<file path="src/rtl/debounce_scheduler.sv">
// debounce_scheduler: N switch channels, each with a 2-flop synchronizer and an
// early-debounce FSM sharing one sample tick. Every debounced level change is
// recorded as a pending event, and a round-robin arbiter forwards pending events
// to a valid/ready event port. A sticky ovf flag records lost events.
// Optional build macro: DEBOUNCE_SCHEDULER_FIFO_EN selects a 4-entry event FIFO
// instead of the default single output register.
module debounce_scheduler #(
  parameter int N          = 4,
  parameter int TICK_M     = 2_000_000,
  parameter int LOCK_TICKS = 2,
  localparam int CW        = $clog2(N),
  localparam int TCW       = $clog2(TICK_M)
) (
  input  logic          clk,
  input  logic          reset,
  input  logic [N-1:0]  sw,
  output logic [N-1:0]  db,
  output logic          ev_valid,
  input  logic          ev_ready,
  output logic [CW-1:0] ev_chan,
  output logic          ev_level,
  output logic          ovf,
  input  logic          ovf_clr
);

  // Encoding chosen so that bit 0 is the debounced level.
  localparam logic [1:0] ST_ZERO  = 2'b00;
  localparam logic [1:0] ST_WAIT1 = 2'b01;
  localparam logic [1:0] ST_ONE   = 2'b11;
  localparam logic [1:0] ST_WAIT0 = 2'b10;
  localparam logic [3:0] LK_LOAD  = 4'(LOCK_TICKS);

  logic [N-1:0]   r_sync1;
  logic [N-1:0]   r_sync2;
  logic [TCW-1:0] r_cnt;
  logic           w_tick;
  logic [1:0]     r_state    [N];
  logic [3:0]     r_lk       [N];
  logic [1:0]     w_state_nx [N];
  logic [3:0]     w_lk_nx    [N];
  logic [N-1:0]   w_db_nx;
  logic [N-1:0]   w_chg;
  logic [N-1:0]   r_pend;
  logic [N-1:0]   r_plev;
  logic [CW-1:0]  r_ptr;
  logic           w_can_grant;
  logic           w_grant_vld;
  logic [CW-1:0]  w_grant_idx;
  logic           w_grant_lev;
  logic [N-1:0]   w_gnt;
  logic           w_pop;
  logic           w_loss;

  // Wrap-around channel index used by the round-robin search.
  function automatic logic [CW-1:0] rr_idx(input logic [CW-1:0] base, input int offs);
    int j;
    j = int'(base) + offs;
    if (j >= N) begin
      j = j - N;
    end else begin
      j = j;
    end
    return CW'(j);
  endfunction

  // Two-flop synchronizer for the asynchronous switch inputs.
  always_ff @(posedge clk or posedge reset) begin
    if (reset) begin
      r_sync1 <= '0;
      r_sync2 <= '0;
    end else begin
      r_sync1 <= sw;
      r_sync2 <= r_sync1;
    end
  end

  assign w_tick = (r_cnt == TCW'(TICK_M - 1));

  // Shared free-running sample-tick counter.
  always_ff @(posedge clk or posedge reset) begin
    if (reset) begin
      r_cnt <= '0;
    end else if (w_tick) begin
      r_cnt <= '0;
    end else begin
      r_cnt <= r_cnt + TCW'(1);
    end
  end

  // FSM state register and lock counters for every channel.
  always_ff @(posedge clk or posedge reset) begin
    if (reset) begin
      for (int i = 0; i < N; i++) begin
        r_state[i] <= ST_ZERO;
        r_lk[i]    <= 4'd0;
      end
    end else begin
      for (int i = 0; i < N; i++) begin
        r_state[i] <= w_state_nx[i];
        r_lk[i]    <= w_lk_nx[i];
      end
    end
  end

  // Next-state logic: react at once to an edge, then ignore the input until the lock expires.
  always_comb begin
    for (int i = 0; i < N; i++) begin
      w_state_nx[i] = r_state[i];
      w_lk_nx[i]    = r_lk[i];
      case (r_state[i])
        ST_ZERO: begin
          if (r_sync2[i]) begin
            w_state_nx[i] = ST_WAIT1;
            w_lk_nx[i]    = LK_LOAD;
          end else begin
            w_state_nx[i] = ST_ZERO;
          end
        end
        ST_ONE: begin
          if (!r_sync2[i]) begin
            w_state_nx[i] = ST_WAIT0;
            w_lk_nx[i]    = LK_LOAD;
          end else begin
            w_state_nx[i] = ST_ONE;
          end
        end
        ST_WAIT1: begin
          if (w_tick && (r_lk[i] <= 4'd1)) begin
            if (r_sync2[i]) begin
              w_state_nx[i] = ST_ONE;
              w_lk_nx[i]    = 4'd0;
            end else begin
              w_state_nx[i] = ST_WAIT0;
              w_lk_nx[i]    = LK_LOAD;
            end
          end else if (w_tick) begin
            w_lk_nx[i] = r_lk[i] - 4'd1;
          end else begin
            w_lk_nx[i] = r_lk[i];
          end
        end
        ST_WAIT0: begin
          if (w_tick && (r_lk[i] <= 4'd1)) begin
            if (!r_sync2[i]) begin
              w_state_nx[i] = ST_ZERO;
              w_lk_nx[i]    = 4'd0;
            end else begin
              w_state_nx[i] = ST_WAIT1;
              w_lk_nx[i]    = LK_LOAD;
            end
          end else if (w_tick) begin
            w_lk_nx[i] = r_lk[i] - 4'd1;
          end else begin
            w_lk_nx[i] = r_lk[i];
          end
        end
        default: begin
          w_state_nx[i] = ST_ZERO;
          w_lk_nx[i]    = 4'd0;
        end
      endcase
    end
  end

  // Output decode: debounced level now and after this edge, and change detect.
  always_comb begin
    for (int i = 0; i < N; i++) begin
      db[i]      = r_state[i][0];
      w_db_nx[i] = w_state_nx[i][0];
      w_chg[i]   = w_state_nx[i][0] ^ r_state[i][0];
    end
  end

  // Round-robin search over pending channels, starting after the last grant.
  always_comb begin
    w_grant_vld = 1'b0;
    w_grant_idx = '0;
    for (int k = 0; k < N; k++) begin
      if (!w_grant_vld && w_can_grant && r_pend[rr_idx(r_ptr, k)]) begin
        w_grant_vld = 1'b1;
        w_grant_idx = rr_idx(r_ptr, k);
      end else begin
        w_grant_vld = w_grant_vld;
      end
    end
    w_grant_lev = r_plev[w_grant_idx];
    for (int i = 0; i < N; i++) begin
      w_gnt[i] = w_grant_vld && (w_grant_idx == CW'(i));
    end
  end

  // An event is lost when a change hits a pending slot that is not leaving this cycle.
  assign w_loss = |(w_chg & r_pend & ~w_gnt);

  // Pending flags, pending levels, arbiter pointer and sticky overflow flag.
  always_ff @(posedge clk or posedge reset) begin
    if (reset) begin
      r_pend <= '0;
      r_plev <= '0;
      r_ptr  <= '0;
      ovf    <= 1'b0;
    end else begin
      for (int i = 0; i < N; i++) begin
        if (w_chg[i]) begin
          r_pend[i] <= 1'b1;
          r_plev[i] <= w_db_nx[i];
        end else if (w_gnt[i]) begin
          r_pend[i] <= 1'b0;
        end else begin
          r_pend[i] <= r_pend[i];
        end
      end
      if (w_grant_vld) begin
        r_ptr <= (w_grant_idx == CW'(N - 1)) ? '0 : (w_grant_idx + CW'(1));
      end else begin
        r_ptr <= r_ptr;
      end
      if (w_loss) begin
        ovf <= 1'b1;
      end else if (ovf_clr) begin
        ovf <= 1'b0;
      end else begin
        ovf <= ovf;
      end
    end
  end

`ifdef DEBOUNCE_SCHEDULER_FIFO_EN
  logic [CW-1:0] r_fifo_chan [4];
  logic [3:0]    r_fifo_lev;
  logic [1:0]    r_wr;
  logic [1:0]    r_rd;
  logic [2:0]    r_count;

  assign ev_valid    = (r_count != 3'd0);
  assign ev_chan     = r_fifo_chan[r_rd];
  assign ev_level    = r_fifo_lev[r_rd];
  assign w_pop       = ev_valid && ev_ready;
  assign w_can_grant = (r_count != 3'd4) || w_pop;

  // Four-entry event FIFO fed by the arbiter and drained by the consumer.
  always_ff @(posedge clk or posedge reset) begin
    if (reset) begin
      for (int e = 0; e < 4; e++) begin
        r_fifo_chan[e] <= '0;
      end
      r_fifo_lev <= 4'd0;
      r_wr       <= 2'd0;
      r_rd       <= 2'd0;
      r_count    <= 3'd0;
    end else begin
      if (w_grant_vld) begin
        r_fifo_chan[r_wr] <= w_grant_idx;
        r_fifo_lev[r_wr]  <= w_grant_lev;
        r_wr              <= r_wr + 2'd1;
      end else begin
        r_wr <= r_wr;
      end
      if (w_pop) begin
        r_rd <= r_rd + 2'd1;
      end else begin
        r_rd <= r_rd;
      end
      case ({w_grant_vld, w_pop})
        2'b10:   r_count <= r_count + 3'd1;
        2'b01:   r_count <= r_count - 3'd1;
        default: r_count <= r_count;
      endcase
    end
  end
`else
  logic          r_ev_valid;
  logic [CW-1:0] r_ev_chan;
  logic          r_ev_level;

  assign ev_valid    = r_ev_valid;
  assign ev_chan     = r_ev_chan;
  assign ev_level    = r_ev_level;
  assign w_pop       = r_ev_valid && ev_ready;
  assign w_can_grant = !r_ev_valid || ev_ready;

  // Single event output register, held stable until accepted.
  always_ff @(posedge clk or posedge reset) begin
    if (reset) begin
      r_ev_valid <= 1'b0;
      r_ev_chan  <= '0;
      r_ev_level <= 1'b0;
    end else if (w_grant_vld) begin
      r_ev_valid <= 1'b1;
      r_ev_chan  <= w_grant_idx;
      r_ev_level <= w_grant_lev;
    end else if (w_pop) begin
      r_ev_valid <= 1'b0;
    end else begin
      r_ev_valid <= r_ev_valid;
    end
  end
`endif

endmodule

</file>
<file path="config.mk">
export PLATFORM = sky130hd
export DESIGN_NAME = debounce_scheduler
export DESIGN_NICKNAME = d
export VERILOG_FILES = /design/src/rtl/debounce_scheduler.sv
export SDC_FILE = /design/constraint.sdc
export NUM_CORES = 1
export LEC_CHECK = 0
export CORE_MARGIN = 2
export CORE_UTILIZATION = 45
export DETAILED_ROUTE_END_ITERATION = 12
export GPL_TIMING_DRIVEN = 0
export HOLD_SLACK_MARGIN = 0.02
export PLACE_DENSITY_LB_ADDON = 0.2
export SLEW_MARGIN = 15
export SYNTH_ARGS = -nofsm -noshare
export SYNTH_HDL_FRONTEND = slang
export SYNTH_SLANG_ARGS = --single-unit
</file>
<file path="constraint.sdc">
create_clock -name clk -period 2.65 [get_ports clk]
set_input_delay 0.265 -clock clk [delete_from_list [all_inputs] [get_ports clk]]
set_output_delay 0.265 -clock clk [all_outputs]
set_load 0.1 [all_outputs]
</file>
### Yosys cells after proc, flatten, opt, wreduce, memory -nomap -nowiden

Cells that the tools add are included.

* add/subtract/negate cells: 13
* $lt $le $gt $ge: 13
* equality and inequality tests: 32
* multiplexer cells: 88
* bitwise gates (word level): 7
* reductions and logical operators: 41

Operators with widths (number)
* 4-bit 2-to-1 mux: 20
* 4-bit case mux with 4 select lines: 4
* 2-bit 2-to-1 mux: 25
* 2-bit inequality test, second input constant: 16
* 2-bit case mux with 4 select lines: 4
* 1-bit 2-to-1 mux: 29
* 21-bit by 1-bit adder with 21-bit output, second input constant: 1
* 21-bit == test, second input constant: 1
* 21-bit 2-to-1 mux: 1
* 2-bit == test, second input constant: 10
* 4-bit by 1-bit <= comparator with 1-bit output, second input constant: 4
* 1-bit logical AND: 16
* 2-bit AND reduction: 8
* 4-bit by 1-bit subtractor with 4-bit output, second input constant: 4
* 2-bit by 3-bit < comparator with 1-bit output, second input constant: 5
* 2-bit nonzero test: 6
* 1-bit binary-select mux with 2-bit select: 5
* 2-bit by 1-bit == test with 1-bit output, second input constant: 5
* 2-bit logical NOT: 5
* 3-bit greater-or-equal comparator, second input constant: 3
* 4-bit bitwise AND: 2
* 2-bit by 1-bit subtractor with 2-bit output, second input constant: 4
* 2-bit by 2-bit adder with 3-bit output, second input constant: 2
* 1-bit logical NOT: 4
* other kinds (7): 10

* flip-flop bits (word level): 68
* input bits: 8
* output and inout port bits: 9
* logic and storage cells: 222

### Depth between registers and ports, before layout

* depth after elaboration: 24
* depth in mapped cells: 12
* mapped depth without buffers: 11

### Worst setup path after synthesis

OpenSTA, ideal clock, no wires.

* path kind: register to register
* start: reg r_ev_valid (netlist: ev_valid)
* end: reg ovf
* library setup time: 149 ps
* arrival: 2511 ps
* required time: 2501 ps
* slack: -10 ps
* cell stages (with the launch flop): 11
* path buffers: 1
* clock period less this slack: 2660 ps
* cells stage by stage: dfrtp_1 nand2b_1 clkbuf_1 nand4_1 inv_1 ha_1 a21boi_0 nor2b_1 o21a_1 a2111oi_0 o221ai_2

* cells in the longest elaborated chain, start to end: 22
* elaborated cells on any way between the ends: 33
* classes of those cells: eq/ne (3); mux (9); bitwise (2); reduce/logical (19)

Ends and longest elaborated chain
* from (decl): RTL line 272 `logic r_ev_valid;`
* from (signal assigned): RTL line 295 `r_ev_valid <= r_ev_valid;`
* 1-bit logical NOT *: RTL line 280 `assign w_can_grant = !r_ev_valid || ev_ready;`
* 1-bit logical OR *: RTL line 280
* 1-bit logical AND: RTL line 179 `if (!w_grant_vld && w_can_grant && r_pend[rr_idx(r_ptr, k)]) begin`
* 1-bit 2-to-1 mux: RTL line 179
* 1-bit logical NOT: RTL line 179
* 1-bit logical AND (2 in series): RTL line 179
* 1-bit 2-to-1 mux: RTL line 179
* 1-bit logical NOT: RTL line 179
* (+6 left out)
* 2-bit 2-to-1 mux *: RTL line 179
* named net w_grant_idx[0]: RTL line 48 `logic [CW-1:0] w_grant_idx;`
* 2-bit by 1-bit == test with 1-bit output (tied with other cells): RTL line 188 `w_gnt[i] = w_grant_vld && (w_grant_idx == CW'(i));`
* 1-bit logical AND: RTL line 188
* 4-bit NOT *: RTL line 193 `assign w_loss = |(w_chg & r_pend & ~w_gnt);`
* 4-bit bitwise AND *: RTL line 193
* 4-bit OR reduction *: RTL line 193
* 1-bit 2-to-1 mux / 2-bit nonzero test (equally long branches)
* to (signal assigned): RTL line 223 `ovf <= ovf;`
* to (decl): RTL line 22 `output logic ovf,`

The timed path passes the listed nets; every way through them passes the cells marked *.
A chain may end at the register's enable or synchronous reset.

### Final worst setup path

* start: reg r_pend[0]
* end: reg ovf

* cells in the longest elaborated chain, start to end: 22
* elaborated cells on any way between the ends: 40
* classes of those cells: eq/ne (3); mux (17); bitwise (3); reduce/logical (17)

Ends and longest elaborated chain
* from (decl): RTL line 43 `logic [N-1:0] r_pend;`
* from (signal, indexed assignment): RTL line 210 `r_pend[i] <= r_pend[i];`
* 1-bit binary-select mux with 2-bit select: RTL line 179
* 1-bit 2-to-1 mux (not written as such): RTL line 179
* 1-bit logical AND: RTL line 179
* 1-bit 2-to-1 mux: RTL line 179
* 1-bit logical NOT: RTL line 179
* 1-bit logical AND (2 in series): RTL line 179
* 1-bit 2-to-1 mux: RTL line 179
* 1-bit logical NOT: RTL line 179
* (+6 left out)
* 2-bit 2-to-1 mux *: RTL line 179
* named net w_grant_idx[0]: RTL line 48
* 2-bit by 1-bit == test with 1-bit output (tied with other cells): RTL line 188
* 1-bit logical AND: RTL line 188
* 4-bit NOT *: RTL line 193
* 4-bit bitwise AND *: RTL line 193
* 4-bit OR reduction *: RTL line 193
* 1-bit 2-to-1 mux / 2-bit nonzero test (equally long branches)

The timed path passes the listed nets; every way through them passes the cells marked *. The select of a mux whose other input is x is not followed.

==> impl_results.md <==
* Hold slack at 0.157 ns
* Post-synth top cells: 68 x dfrtp_1, 44 x nand2_1, 33 x ha_1
* Initial antenna violation count at 0
* First-pass GRT wire length at between 15 and 20 mm
* Flops & latches, synth at 68
* # hold bufs at CTS at 0
* Num Clock Sinks at just under 70
* Ys async rst share at 1.00
* Synth top area share at 0.406
* Final setup violating endpoints at 0
* Initial drt markers at 163
* Max Root-Sink Buffers at 2
* Fmax at slightly above 400 MHz
* Clk pwr share at 0.251
* Flop pwr share at 0.421
* Nets@finish at between 500 and 600
* # rows at 35
* Post-Layout Cell Count at 588
* Area Growth Syn to Fin at 12.8%
* Setup TNS Final at 0 ns
* Hold Vio Cnt, Final at 0
* Initial core utilization at 0.458
* DRC Markers at 0
* Slew Limit Fails at 0
* Slew headroom at 0.347
* Via count at 3336
* PortBufs at 16
* Drt total wl at between 8 and 9 mm
* Total GRT Usage at 0.192
* CTS tree: done
* Switch share at 0.383
* Final ANT Viol Nets at 0
* Number of filler cells placed in the layout at 840
* Fin crit share at 0.936
* Seq/Total Area, Yosys at 0.406
* Area contributors post-synth: dfrtp_1 41%, ha_1 9.8%, nand2_1 3.9%, o21ai_0 2.9%, nor2_1 2.9%
* Cell taking the most area after synthesis: dfrtp_1
* Placed insts at 573
* Total power per unit cell area at 628 nW/um^2
* Internal power at between 1.5 and 2 mW
* I/O pin count at 17
* Routed len/inst at about 15 um
* Clock period minus worst slack at approximately 2.5 ns
* Share of layout cells above drive strength 1 at 0.109
* Avg Inst Size Synth at between 9 and 10 um^2
* Combinational Power Share at 0.328
* Die Ht at between 100 and 150 um
* Grt total ovfl at 0
* Max-Cap Viols at 0
* H-Tree Depth at 3
* Most common cell in the netlist: dfrtp_1
* Routability congestion estimate from global placement at 0.802
* Via density at between 5 and 6
* Worst setup EP type: register
* Worst vdd ir at about 470 uV
* Cell count after synthesis at around 450
* Worst EP arrival at around 2.7 ns
* Yosys cell types at 67
* Largest net degree at the start of global routing at 60
* Worst-Skew Late Latency at between 0.3 and 0.4 ns
* Kind of critical path: register to register
* EDFF count, synth at 0
* Critical Path RT at between 2 and 3 ns
* HPWL Detailed at 6.24 mm
* Cell area after synthesis at between 4000 and 5000 um^2
* Syn Nets at 486
* Worst Clk Skew at between 0.009 and 0.01 ns
* Diode count at 0
* Net Switching at ~1.1 mW
* Worst hold path type: primary input to asynchronous set/reset pin
* Final Core Density at 0.517
* RSZ-0062 raised after global routing: false
* Final Power at between 2 and 3 mW
* TritonCTS Buffers at 9
* Slew @ Worst Pin at 0.976 ns
* Type of origin of the critical path: register
* CP Max Fanout at 9
* Clock root cell: clkbuf_8
* Worst r2r src: r_pend[0]
* Pre-Repair DR Iteration Count at 4
* Static leakage at 2.03 nW
* Vias in the first global route at approximately 3300
* Die Width at 101 um
* Yosys warning total at 0
* Top_reg_cell synth: dfrtp_1
* Status: completed
* Crit path from: r_pend[0]
* Clock Pin Slew Worst Setup and Hold Paths at ~0.080 ns
* Area of the core at 9150 um^2
* Die ar. at about 10000 um^2
[worst max-delay path, stage by stage (launching register included)]
cell and delay (ns):
dfrtp_2 0.47, nand2b_1 0.18, a21boi_0 0.13, o221ai_1 0.21
nand4_1 0.26, inv_2 0.15, ha_1 0.15, a21boi_1 0.13
nor2b_1 0.18, o21a_1 0.13, a2111oi_4 0.23, o221ai_2 0.14
[metal layers]
layer / global-route usage / up-vias / wire length, um
met1: 0.256 / 1602 / 4190
met3: 0.0333 / 8 / 312
li1: - / 1675 / -
met4: 0.0832 / 0 / 109
met2: 0.308 / 51 / 4240
met5: 0 / - / 0
[worst paths after layout]
check,end,slack [ns],depth (start not counted)
max reg2reg,ovf,0.17,11
max,ovf,0.17,11
min,ev_chan[1],0.16,2
min reg2reg,r_sync2[3],0.35,0
min in group clk,r_sync2[3],0.35,0
max in group asynchronous,r_cnt[9],1.96,3
[state kept, by name, summed over array words and instances, names as in the netlist]
register and count:
r_cnt 21, r_lk 16, db 4, r_pend 4, r_plev 4, r_state 4
r_sync1 4, r_sync2 4, ev_chan 2, r_ptr 2, ev_level 1, ev_valid 1
ovf 1
[logic make-up (layout without fill, tap and decap cells)]
group                      count (synthesis)  after routing  synth area share
adders and majority gates                 33             33            0.0984
AOI/OAI and AO/OA                        106            106             0.170
buffers and inverters                     46             78            0.0492
xor gates and xnor gates                  19             19            0.0397
and+or+nand+nor                          163            163             0.211
muxes                                     10             10            0.0253
DFF                                       68             68             0.406
[power by group through the flow]
stage	combinational [mW]	sequential [mW]	clock, mW
after floorplan	0.532	1.43	0
after global placement	0.907	1.25	0
after detailed placement	0.928	1.26	0
after CTS	0.964	1.24	0.770
after global routing	1.06	1.27	0.810
final	0.975	1.25	0.747
[what timing repair did]
action,4_1_cts,5_1_grt
pin swaps,1,1
resized for setup,3,7
setup endpoints to repair,1,1
buffers inserted,2,1
[through the flow]
stage / area, um^2 / worst slack (ns)
3_5_place_dp: 4530 / -0.399
3_3_place_gp: 4500 / -0.814
6_report: 4730 / 0.169
5_1_grt: 4730 / 0.0382
2_1_floorplan: 4200 / 0.181
4_1_cts: 4710 / 0.00577
[placed cells by master (no fill, tap or decap), types with 6 or more instances in the layout]
cell,instances
a21oi_1,20
a31oi_1,6
buf_4,7
clkbuf_1,6
clkbuf_8,10
clkdlybuf4s50_1,16
dfrtp_1,66
ha_1,33
inv_1,27
nand2_1,44
nand2b_1,7
nand3_1,16
nand4_1,6
nor2_1,32
nor3_1,12
o21ai_0,24
o31ai_1,9
o41ai_1,6
xnor2_1,11
xor2_1,8
[final cells by class]
cell class | instances | area, um^2 | area share
Clock inverter | 3 | 15.0 | 0.00317
Timing Repair Buffer | 20 | 210 | 0.0444
Clock buffer | 11 | 141 | 0.0299
Buffer | 15 | 91.3 | 0.0193
Sequential cell | 68 | 1700 | 0.360
Multi-Input combinational cell | 331 | 2320 | 0.490
Tap cell | 111 | 139 | 0.0294
Inverter | 29 | 111 | 0.0235
No activity file was read; power rests on OpenSTA's default activity.
